`src/rtl/mem_arbiter.sv`:
```
// Two-port arbiter (instruction fetch / data) in front of one single-port synchronous RAM.
// Each access takes four cycles: grant, RAM command, read capture, done pulse.
module mem_arbiter #(
    parameter int STREAK_MAX = 3
) (
    input  logic        clk,
    input  logic        rst,
    input  logic        if_req_i,
    input  logic [31:0] if_addr_i,
    output logic [31:0] if_data_o,
    output logic        if_done_o,
    input  logic        mem_req_i,
    input  logic        mem_we_i,
    input  logic [31:0] mem_addr_i,
    input  logic [3:0]  mem_sel_i,
    input  logic [31:0] mem_data_i,
    output logic [31:0] mem_data_o,
    output logic        mem_done_o,
    output logic        ram_ce_o,
    output logic        ram_we_o,
    output logic [31:0] ram_addr_o,
    output logic [3:0]  ram_sel_o,
    output logic [31:0] ram_data_o,
    input  logic [31:0] ram_data_i,
    output logic        busy_o
);

    typedef enum logic [1:0] {IDLE, ACCESS, CAPTURE, DONE} state_t;

    state_t      state;
    state_t      state_nxt;
    logic [1:0]  streak;
    logic        any_req;
    logic        pick_if;
    logic        grant_if;
    logic        lat_we;
    logic [31:0] lat_addr;
    logic [3:0]  lat_sel;
    logic [31:0] lat_wdata;

    function automatic logic [1:0] sat_inc(input logic [1:0] v);
        return (v == 2'b11) ? v : v + 2'd1;
    endfunction

    assign any_req = if_req_i | mem_req_i;
    // Data wins ties until it has won STREAK_MAX times in a row against a waiting fetch.
    assign pick_if = if_req_i & (~mem_req_i | (int'(streak) == STREAK_MAX));

    always_ff @(posedge clk) begin
        if (rst) begin
            state <= IDLE;
        end else begin
            state <= state_nxt;
        end
    end

    always_comb begin
        state_nxt = state;
        case (state)
            IDLE:    if (any_req) state_nxt = ACCESS;
            ACCESS:  state_nxt = CAPTURE;
            CAPTURE: state_nxt = DONE;
            DONE:    state_nxt = IDLE;
            default: state_nxt = IDLE;
        endcase
    end

    // Command is frozen at grant so requesters cannot disturb an access in flight.
    always_ff @(posedge clk) begin
        if (!rst && state == IDLE && any_req) begin
            grant_if  <= pick_if;
            lat_addr  <= pick_if ? if_addr_i : mem_addr_i;
            lat_we    <= pick_if ? 1'b0 : mem_we_i;
            lat_sel   <= pick_if ? 4'b1111 : mem_sel_i;
            lat_wdata <= pick_if ? 32'd0 : mem_data_i;
        end
    end

    always_ff @(posedge clk) begin
        if (rst) begin
            streak <= 2'd0;
        end else if (state == IDLE && any_req) begin
            if (pick_if || !if_req_i) begin
                streak <= 2'd0;
            end else begin
                streak <= sat_inc(streak);
            end
        end
    end

    always_ff @(posedge clk) begin
        if (rst) begin
            if_data_o  <= 32'd0;
            mem_data_o <= 32'd0;
        end else if (state == CAPTURE && !lat_we) begin
            if (grant_if) begin
                if_data_o <= ram_data_i;
            end else begin
                mem_data_o <= ram_data_i;
            end
        end
    end

    always_comb begin
        ram_ce_o   = 1'b0;
        ram_we_o   = 1'b0;
        ram_addr_o = 32'd0;
        ram_sel_o  = 4'd0;
        ram_data_o = 32'd0;
        if_done_o  = 1'b0;
        mem_done_o = 1'b0;
        busy_o     = (state != IDLE);
        case (state)
            ACCESS: begin
                ram_ce_o   = 1'b1;
                ram_we_o   = lat_we;
                ram_addr_o = lat_addr;
                ram_sel_o  = lat_sel;
                ram_data_o = lat_wdata;
            end
            DONE: begin
                if_done_o  = grant_if;
                mem_done_o = ~grant_if;
            end
            default: begin
            end
        endcase
    end

endmodule

```
`config.mk`:
```
export PLATFORM = sky130hd
export DESIGN_NAME = mem_arbiter
export DESIGN_NICKNAME = d
export VERILOG_FILES = /design/src/rtl/mem_arbiter.sv
export SDC_FILE = /design/constraint.sdc
export NUM_CORES = 1
export LEC_CHECK = 0
export BUFFER_PORTS_ARGS = -buffer_cell sky130_fd_sc_hd__buf_2
export CORE_UTILIZATION = 42
export DETAILED_ROUTE_END_ITERATION = 8
export PLACE_DENSITY = 0.85
export SYNTH_ARGS = -nofsm -noshare
export SYNTH_HDL_FRONTEND = slang
export SYNTH_SLANG_ARGS = --single-unit
```
`constraint.sdc`:
```
create_clock -name clk -period 4.76 [get_ports clk]
set_input_delay 0.714 -clock clk [delete_from_list [all_inputs] [get_ports clk]]
set_output_delay 0.714 -clock clk [all_outputs]
set_load 0.01 [all_outputs]
```
==> results.cfg, run 1 <==
[sta]
finClkSkew_ns = 0.00657
period_minus_slack_ns = 2.81
setup_violations = 0
rsz0062_at_grt = false
final.period_utilization_pct = 59.0
finalSetupTns_ns = 0
worst_pin_slew_ns = 1.22
timing.fmax_mhz = 356
relSlewSlack_pct = 18.6
drv_slew = 0
finalHoldViolations = 0
fin_ws_ns = 1.95

[floorplan]
initial_core_util_pct = 43.2
pin_count = 274
core_area_um2 = 13200
floorplan.rows = 42
die_height_um = 119
die_x_um = 119
dieArea_um2 = 14100

[synthesis]
async_reset_ff_share_pct = 0
ys_ff_latch = 138
ys_warn_count = 0
yosysTopAreaCell = edfxtp_1
synth_top_area_share_pct = 36.8
synth_nets = 677
synthTopCellsByArea = edfxtp_1, dfxtp_1, and2_1, nand2_1, mux2_2
synth_most_common_cell = nand2_1
synth_area_per_cell_um2 = 10.7
ys_types = 27
synth_edf_count = 70
synth_seq_area_share_pct = 60.6
mappedNetlistArea_um2 = 5720
synthCells = 535
synth_ff_type = edfxtp_1
synth.cells.most_frequent = nand2_1, and2_1, edfxtp_1

[worst_setup_path]
criticalPathCategory = flip-flop to output port
cp_max_fo = 70
crit_arrival_ns = 2.10
end_kind = output port
start_kind = flip-flop
cp.required_ns = 4.05

[drt]
viasPerCell = 4.71
wire_per_inst_um = 14.3
postRouteAntennaNets = 0
first_pass_iters = 4
wirelength_um = 14100
drc = 0
vias = 4641
drtIter0Drc = 234

[finish]
register_area_um2 = 3460
post-route-util_pct = 58.3
fin_nets = 938
drive_above_1_share_pct = 42.6
multi_input_area_um2 = 2050
diodes = 0
area_growth_syn_to_layout_pct = 34.9
fill_cells = 1151

[hold_path]
holdCritPathClass = flip-flop to flip-flop

[clock_tree]
htree_levels = 4
cts_setup_buffers = 0
cts_tree = built
postCtsHoldBufs = 0
path_clk_slew_ns = 0.06
cts_buffer_depth = 2
clk_latency_ns = 0.41
cts.sinks = 138
cts-root-buf = clkbuf_16
cts_resized = 0
cts_buffers = 17

[global_route]
grt_max_degree = 71
track_usage_pct = 20.2
gr-total-overflow = 0
antenna_found_initial = 0
grt_pass1_vias = 4549
grt_first_pass_wirelength_um = 21800

[power]
p_leak_nw = 3.45
p_clk_share_pct = 34.0
power_density_nw_per_um2 = 460
power.switching_mw = 1.06
vdd_drop_max_mv = 0.250
pwr-share-comb_pct = 24.1
intPower_mw = 2.49
p_total_mw = 3.55
sequentialPowerShare_pct = 41.9
swShare_pct = 29.9

[flow_run]
maxCapViolations = 0

[place]
gp_congestion = 0.775
pre_cts_ws_ns = 2.12
dp_hpwl_um = 10100
portBuffers = 273

[status]
status = completed
-- sequential cells by signal (all words and copies together), names as in the netlist --
name and count:
lat_wdata 32, mem_data_o 32, if_data_o 32, lat_addr 32, lat_sel 4, lat_we 1, grant_if 1, state 2
streak 2
-- cell type report --
| type | instances | area share, % |
|---|---|---|
| well taps | 176 | 2.85 |
| multi-input cells | 356 | 26.6 |
| repair buffers | 278 | 18.4 |
| clock inverters | 12 | 1.10 |
| inverters | 5 | 0.243 |
| flip-flops and latches | 138 | 44.9 |
| clock buffers | 20 | 5.95 |
-- power groups by stage --
stage               Clock (mW)  Combinational [mW]  Sequential, mW
floorplan                    0               0.488            1.53
global placement             0               0.854            1.51
detailed placement           0               0.870            1.51
CTS                       1.24               0.873            1.49
global route              1.28               0.938            1.50
finish                    1.21               0.857            1.49
-- stage by stage --
| step | cell area [µm²] | hold WS, ns | std cells |
|---|---|---|---|
| 2_1_floorplan | 5720 | 0.448 | 535 |
| 3_3_place_gp | 7170 | 0.439 | 953 |
| 4_1_cts | 7710 | 0.452 | 985 |
| 3_5_place_dp | 7170 | 0.444 | 953 |
| 5_1_grt | 7710 | 0.463 | 985 |
| 6_report | 7710 | 0.449 | 985 |
-- logic make-up after synthesis --
family	count (synthesis)	share of synthesized area, %
AO/OA/AOI/OAI	71	6.56
adder cells (fa/ha/maj)	5	1.09
buffers and inverters	41	3.85
flip-flops	138	60.6
multiplexers	32	6.30
AND/OR/NAND/NOR	248	21.6
-- layer usage --
metal / GRT usage, % / vias to the layer above / part of all wire, %
met5: 0 / - / 0
met2: 37.0 / 197 / 52
li1: - / 2299 / -
met1: 21.8 / 2127 / 39
met4: 8.15 / 0 / 1.5
met3: 5.55 / 18 / 6.9
-- final timing paths --
kind,from,to,slack [ns],cells after the start
max reg2reg,state[1]$_SDFFE_PP0P_,lat_addr[2]$_DFFE_PP_,2.43,5
max,state[1]$_SDFFE_PP0P_,ram_sel_o[0],1.95,4
min,if_data_o[30]$_SDFFE_PP0P_,if_data_o[30]$_SDFFE_PP0P_,0.45,2
min reg2reg,if_data_o[30]$_SDFFE_PP0P_,if_data_o[30]$_SDFFE_PP0P_,0.45,2
-- worst max-delay path, cell delays in order (launching register included) --
cell and delay (ns):
dfxtp_1 0.33, inv_1 0.11, ha_2 0.82, and2_1 0.25, buf_2 0.14
-- placed cells by master (no fill, tap or decap), types with 4 or more instances in the layout --
cell type	n
ha_1	4
clkbuf_16	18
buf_2	273
and2_1	103
nand2b_1	4
nand2_1	129
mux2_2	30
edfxtp_1	70
dfxtp_1	68
a21oi_1	66
buf_4	4
Note: power is estimated with default switching activity, not from simulation.
==> inputs of run 2 (changes only) <==
--- a/config.mk
+++ b/config.mk
@@ -5,8 +5,9 @@
 export SDC_FILE = /design/constraint.sdc
 export NUM_CORES = 1
 export LEC_CHECK = 0
+export ABC_AREA = 1
 export BUFFER_PORTS_ARGS = -buffer_cell sky130_fd_sc_hd__buf_2
-export CORE_UTILIZATION = 42
+export CORE_UTILIZATION = 43
 export DETAILED_ROUTE_END_ITERATION = 8
 export PLACE_DENSITY = 0.85
 export SYNTH_ARGS = -nofsm -noshare
==> constraint.sdc (replaced) <==
create_clock -name clk -period 2.5 [get_ports clk]
set_input_delay 0.375 -clock clk [delete_from_list [all_inputs] [get_ports clk]]
set_output_delay 0.375 -clock clk [all_outputs]
set_load 0.01 [all_outputs]
==> results.cfg, run 2 <==
[status]
status = completed

[synthesis]
synth_most_common_cell = nand2_1
synth_edf_count = 70
synthAdderAreaFrac_pct = 1.03
synthCells = 729
synth.cells.most_frequent = nand2_1, inv_1, edfxtp_1
synth_nets = 871
synth_area_per_cell_um2 = 8.30
synth_top_family_by_area = simple AND/OR/NAND/NOR gates
async_reset_ff_share_pct = 0
synth_xor_area_share_pct = 0
synthSimpleGateAreaFrac_pct = 24.8
ys_warn_count = 0
synth_compound_area_share_pct = 5.62
ys_types = 18
synth_top_area_share_pct = 34.7
ys_ff_latch = 138
synthTopCellsByArea = edfxtp_1, dfxtp_1, nand2_1, inv_1, nand4_1
muxShareOfSynthArea_pct = 0
synth_ff_type = edfxtp_1
mappedNetlistArea_um2 = 6050
synth_seq_area_share_pct = 57.2
yosysTopAreaCell = edfxtp_1

[floorplan]
die_height_um = 121
die_x_um = 121
dieArea_um2 = 14600
floorplan.rows = 42
initial_core_util_pct = 44.8
core_area_um2 = 13500
pin_count = 274

[clock_tree]
path_clk_slew_ns = 0.06
postCtsHoldBufs = 0
htree_levels = 4
cts.sinks = 138
cts_buffers = 17
cts_tree = built
cts_resized = 0
cts-root-buf = clkbuf_16
clk_latency_ns = 0.42
cts_buffer_depth = 2
cts_setup_buffers = 0

[place]
dp_hpwl_um = 11100
place_inst = 1136
pre_cts_ws_ns = 0.659
place_area_um2 = 7550
portBuffers = 273
gp_congestion = 0.805

[power]
swShare_pct = 32.2
power.switching_mw = 2.36
pwr-share-comb_pct = 27.1
vdd_drop_max_mv = 0.575
p_leak_nw = 4.34
p_total_mw = 7.33
power_density_nw_per_um2 = 902
sequentialPowerShare_pct = 38.9
p_clk_share_pct = 34.0
intPower_mw = 4.97

[sta]
rsz0062_at_grt = false
final.period_utilization_pct = 81.2
worst_pin_slew_ns = 0.691
finClkSkew_ns = 0.0127
worst_hold_slack_ns = 0.212
relSlewSlack_pct = 53.9
finalHoldViolations = 0
timing.fmax_mhz = 493
finalSetupTns_ns = 0
fin_ws_ns = 0.471
drv_slew = 0
period_minus_slack_ns = 2.03
setup_violations = 0

[hold_path]
holdCritPathClass = input port to flip-flop

[drt]
wl_met3_um = 1170
viasPerCell = 4.88
vias = 5695
top_layer_used = met4
wirelength_um = 15900
drc = 0
postRouteAntennaNets = 0
wire_per_inst_um = 13.7
first_pass_iters = 6
wl_met1_um = 6230
drtIter0Drc = 304
wl_met2_um = 8180

[finish]
post-route-util_pct = 60.2
area_growth_syn_to_layout_pct = 34.4
layout_common_cells = buf_2, nand2_1, inv_1, edfxtp_1, dfxtp_1
fin_nets = 1121
fin_cells = 1168
post-route-cell-area_um2 = 8130
diodes = 0
final_common_cell = buf_2
drive_above_1_share_pct = 32.9

[flow_run]
maxCapViolations = 0

[worst_setup_path]
criticalPathCategory = flip-flop to output port
reg2reg_to = lat_addr[1]$_DFFE_PP_
worst_r2r_path_depth = 5
cp_max_fo = 70
end_kind = output port
endpoint = ram_we_o
cp.required_ns = 2.12
critPathLaunch = state[1]$_SDFFE_PP0P_
reg2reg_slack_ns = 0.65
start_kind = flip-flop
crit_arrival_ns = 1.65
r2r-start = state[0]$_SDFFE_PP0P_

[global_route]
grt_max_degree = 71
grt_pass1_vias = 5261
antenna_found_initial = 0
gr-total-overflow = 0
grt_first_pass_wirelength_um = 24900
track_usage_pct = 22.2
run 2: worst min path at each step:
stage	from	endpoint	slack, ns	cells past startpoint
floorplan	streak[1]$_SDFFE_PP0P_	streak[1]$_SDFFE_PP0P_	0.44	2
global placement	mem_data_o[0]$_SDFFE_PP0P_	mem_data_o[0]$_SDFFE_PP0P_	0.44	2
detailed placement	mem_data_o[2]$_SDFFE_PP0P_	mem_data_o[2]$_SDFFE_PP0P_	0.45	2
CTS	mem_sel_i[3]	lat_sel[3]$_SDFFCE_PN1P_	0.20	2
global route	mem_sel_i[1]	lat_sel[1]$_SDFFCE_PN1P_	0.20	2
finish	mem_sel_i[3]	lat_sel[3]$_SDFFCE_PN1P_	0.21	2
run 2: power groups by stage:
stage	sequential (mW)	combinational [mW]	clock (mW)
after global routing	2.88	2.19	2.64
after floorplan	2.90	1.17	0
after CTS	2.86	2.00	2.53
after detailed placement	2.90	1.99	0
final	2.85	1.99	2.49
after global placement	2.89	1.96	0
run 2: logic make-up (layout without fill, tap and decap cells):
group	count (synthesis)	count (layout)
and+or+nand+nor	350	350
buffers and inverters	168	431
DFF	138	138
AOI/OAI and AO/OA	68	68
adders and majority gates	5	5
run 2: area by class of cell:
| type | count | area [µm²] |
|---|---|---|
| Clock buffer | 18 | 429 |
| Clock inverter | 14 | 154 |
| Fill cell | 1154 | 5370 |
| Inverter | 115 | 432 |
| Multi-Input combinational cell | 423 | 1920 |
| Sequential cell | 138 | 3460 |
| Tap cell | 176 | 220 |
| Timing Repair Buffer | 284 | 1510 |
run 2: routing by layer:
| layer | GRT usage (%) | up-vias |
|---|---|---|
| li1 | - | 2818 |
| met1 | 24.6 | 2596 |
| met2 | 39.3 | 255 |
| met3 | 6.79 | 26 |
| met4 | 9.26 | 0 |
| met5 | 0 | - |
run 2: critical path, stage by stage, from the launching register on:
cell and delay [ns]:
dfxtp_1 0.34, inv_1 0.09, ha_2 0.19, buf_12 0.26, nand2_1 0.10, inv_1 0.06
buf_2 0.16
==> inputs of run 3 (changes only) <==
--- a/config.mk
+++ b/config.mk
@@ -7,9 +7,9 @@
 export LEC_CHECK = 0
 export ABC_AREA = 1
 export BUFFER_PORTS_ARGS = -buffer_cell sky130_fd_sc_hd__buf_2
-export CORE_UTILIZATION = 43
+export CORE_UTILIZATION = 47
 export DETAILED_ROUTE_END_ITERATION = 8
-export PLACE_DENSITY = 0.85
+export PLACE_DENSITY = 0.88
 export SYNTH_ARGS = -nofsm -noshare
 export SYNTH_HDL_FRONTEND = slang
 export SYNTH_SLANG_ARGS = --single-unit
==> constraint.sdc (replaced) <==
create_clock -name clk -period 1.97 [get_ports clk]
set_input_delay 0.2955 -clock clk [delete_from_list [all_inputs] [get_ports clk]]
set_output_delay 0.2955 -clock clk [all_outputs]
set_load 0.01 [all_outputs]
==> results.cfg, run 3 (synthesized netlist as in run 2, its figures left out) <==
[status]
status = completed

[finish]
post-route-cell-area_um2 = 8210
layout_common_cells = buf_2, nand2_1, inv_1, edfxtp_1, a21oi_1
final_common_cell = buf_2
area_growth_syn_to_layout_pct = 35.7
register_area_um2 = 3470
drive_above_1_share_pct = 34.3
fin_nets = 1128
diodes = 0
fin_cells = 1171
post-route-util_pct = 65.3
fill_cells = 1020
multi_input_area_um2 = 1960

[power]
power.switching_mw = 3.08
swShare_pct = 33.1
pwr-share-comb_pct = 28.9
power_density_nw_per_um2 = 1130
vdd_drop_max_mv = 0.787
sequentialPowerShare_pct = 39.0
p_leak_nw = 4.39
p_clk_share_pct = 32.1
intPower_mw = 6.21

[clock_tree]
cts_buffers = 17
clk_latency_ns = 0.41
postCtsHoldBufs = 0
path_clk_slew_ns = 0.06
cts_buffer_depth = 2
htree_levels = 4
cts-root-buf = clkbuf_16
cts_tree = built
cts.sinks = 138

[worst_setup_path]
end_kind = output port
cpLargestDelayFamily = buffers and inverters
crit_arrival_ns = 1.53
crit_chain = inv_2 > ha_4 > buf_12 > nand2_1 > inv_1 > buf_2
worst_r2r_path_depth = 5
slowest_delay_ns = 0.34
criticalPathCategory = flip-flop to output port
crit_buf_inv = 4
slowest_stage = dfxtp_2
r2r-start = lat_we$_SDFFCE_PN0P_
cp.required_ns = 1.67
cp_max_fo = 35
start_kind = flip-flop
reg2reg_slack_ns = 0.35
reg2reg_to = if_data_o[19]$_SDFFE_PP0P_

[drt]
wl_met3_um = 1270
postRouteAntennaNets = 0
top_layer_used = met4
drtIter0Drc = 438
wirelength_um = 15800
vias = 5727
wire_per_inst_um = 13.5
drc = 0
wl_met2_um = 8030
viasPerCell = 4.89
wl_met1_um = 6070
first_pass_iters = 5

[global_route]
track_usage_pct = 23.3
gr-total-overflow = 0
grt_max_degree = 71
grt_first_pass_wirelength_um = 23600
grt_pass1_vias = 4969
antenna_found_initial = 0

[floorplan]
die_height_um = 115
dieArea_um2 = 13300
die_x_um = 115
initial_core_util_pct = 48.2
pin_count = 274
floorplan.rows = 41
core_area_um2 = 12600

[sta]
drv_slew = 0
final.period_utilization_pct = 92.5
relSlewSlack_pct = 53.6
finalHoldViolations = 0
finClkSkew_ns = 0.00581
setup_violations = 0
timing.fmax_mhz = 548
worst_hold_slack_ns = 0.144
period_minus_slack_ns = 1.82
worst_pin_slew_ns = 0.696
rsz0062_at_grt = false
fin_ws_ns = 0.147

[hold_path]
holdPathStages = 3
min_from = mem_addr_i[6]
min_delay_worst_endpoint = lat_addr[6]$_DFFE_PP_
holdCritPathClass = input port to flip-flop

[place]
pre_cts_ws_ns = 0.405
place_inst = 1138
place_area_um2 = 7610
gp_congestion = 0.814
portBuffers = 273
dp_hpwl_um = 11000

[flow_run]
maxCapViolations = 0
## run 3: cell types whose count changed in the layout (fill, tap and decap cells not counted), sizes merged
cell      delta
bufinv       -3
clkbuf       +2
buf          +6
clkinvlp     -1
inv          +3
## run 3: through the flow
| stage | power (mW) | setup TNS [ns] |
|---|---|---|
| after floorplan | 5.21 | -7.47 |
| after global placement | 6.22 | 0 |
| after detailed placement | 6.28 | 0 |
| after CTS | 9.27 | 0 |
| after global routing | 9.80 | 0 |
| final | 9.29 | 0 |
## run 3: worst register-to-register path: cells and delay by family (launching register included)
| kind | cells | cell delay, ns |
|---|---|---|
| AO/OA/AOI/OAI | 1 | 0.14 |
| buffers and inverters | 2 | 0.71 |
| flip-flops | 1 | 0.34 |
| AND/OR/NAND/NOR | 2 | 0.35 |
## run 3: layout make-up
cell class                      instances  share of cell area (%)
Tap cell                              172                    2.62
Clock buffer                           19                    5.79
Timing Repair Buffer                  291                    19.3
Sequential cell                       138                    42.2
Inverter                              115                    5.26
Clock inverter                         13                    1.05
Multi-Input combinational cell        423                    23.8
## run 3: worst max path at each step
stage / startpoint / to / cells after the start
after floorplan: state[1]$_SDFFE_PP0P_ / grant_if$_DFFE_PP_ / 4
after global placement: if_req_i / lat_addr[31]$_DFFE_PP_ / 6
after detailed placement: lat_we$_SDFFCE_PN0P_ / if_data_o[17]$_SDFFE_PP0P_ / 5
after CTS: state[1]$_SDFFE_PP0P_ / ram_addr_o[6] / 6
after global routing: state[1]$_SDFFE_PP0P_ / ram_addr_o[12] / 6
final: state[1]$_SDFFE_PP0P_ / ram_addr_o[13] / 6
## run 3: power groups by stage
stage	logic, mW	clock network (mW)	registers [mW]
detailed placement	2.61	0	3.67
finish	2.69	2.98	3.62
CTS	2.62	3.03	3.62
global placement	2.56	0	3.66
global route	2.98	3.17	3.66
floorplan	1.52	0	3.69
## run 3: timing repair
action	in CTS	in global routing
gates resized for setup	1	2
gates cloned	0	1
setup endpoints to repair	1	69
buffers inserted	0	0
## run 3: per-layer routing
metal | track usage (%) | up-vias
li1 | - | 2837
met1 | 26.1 | 2585
met2 | 41.4 | 275
met3 | 6.90 | 30
met4 | 9.78 | 0
met5 | 0 | -
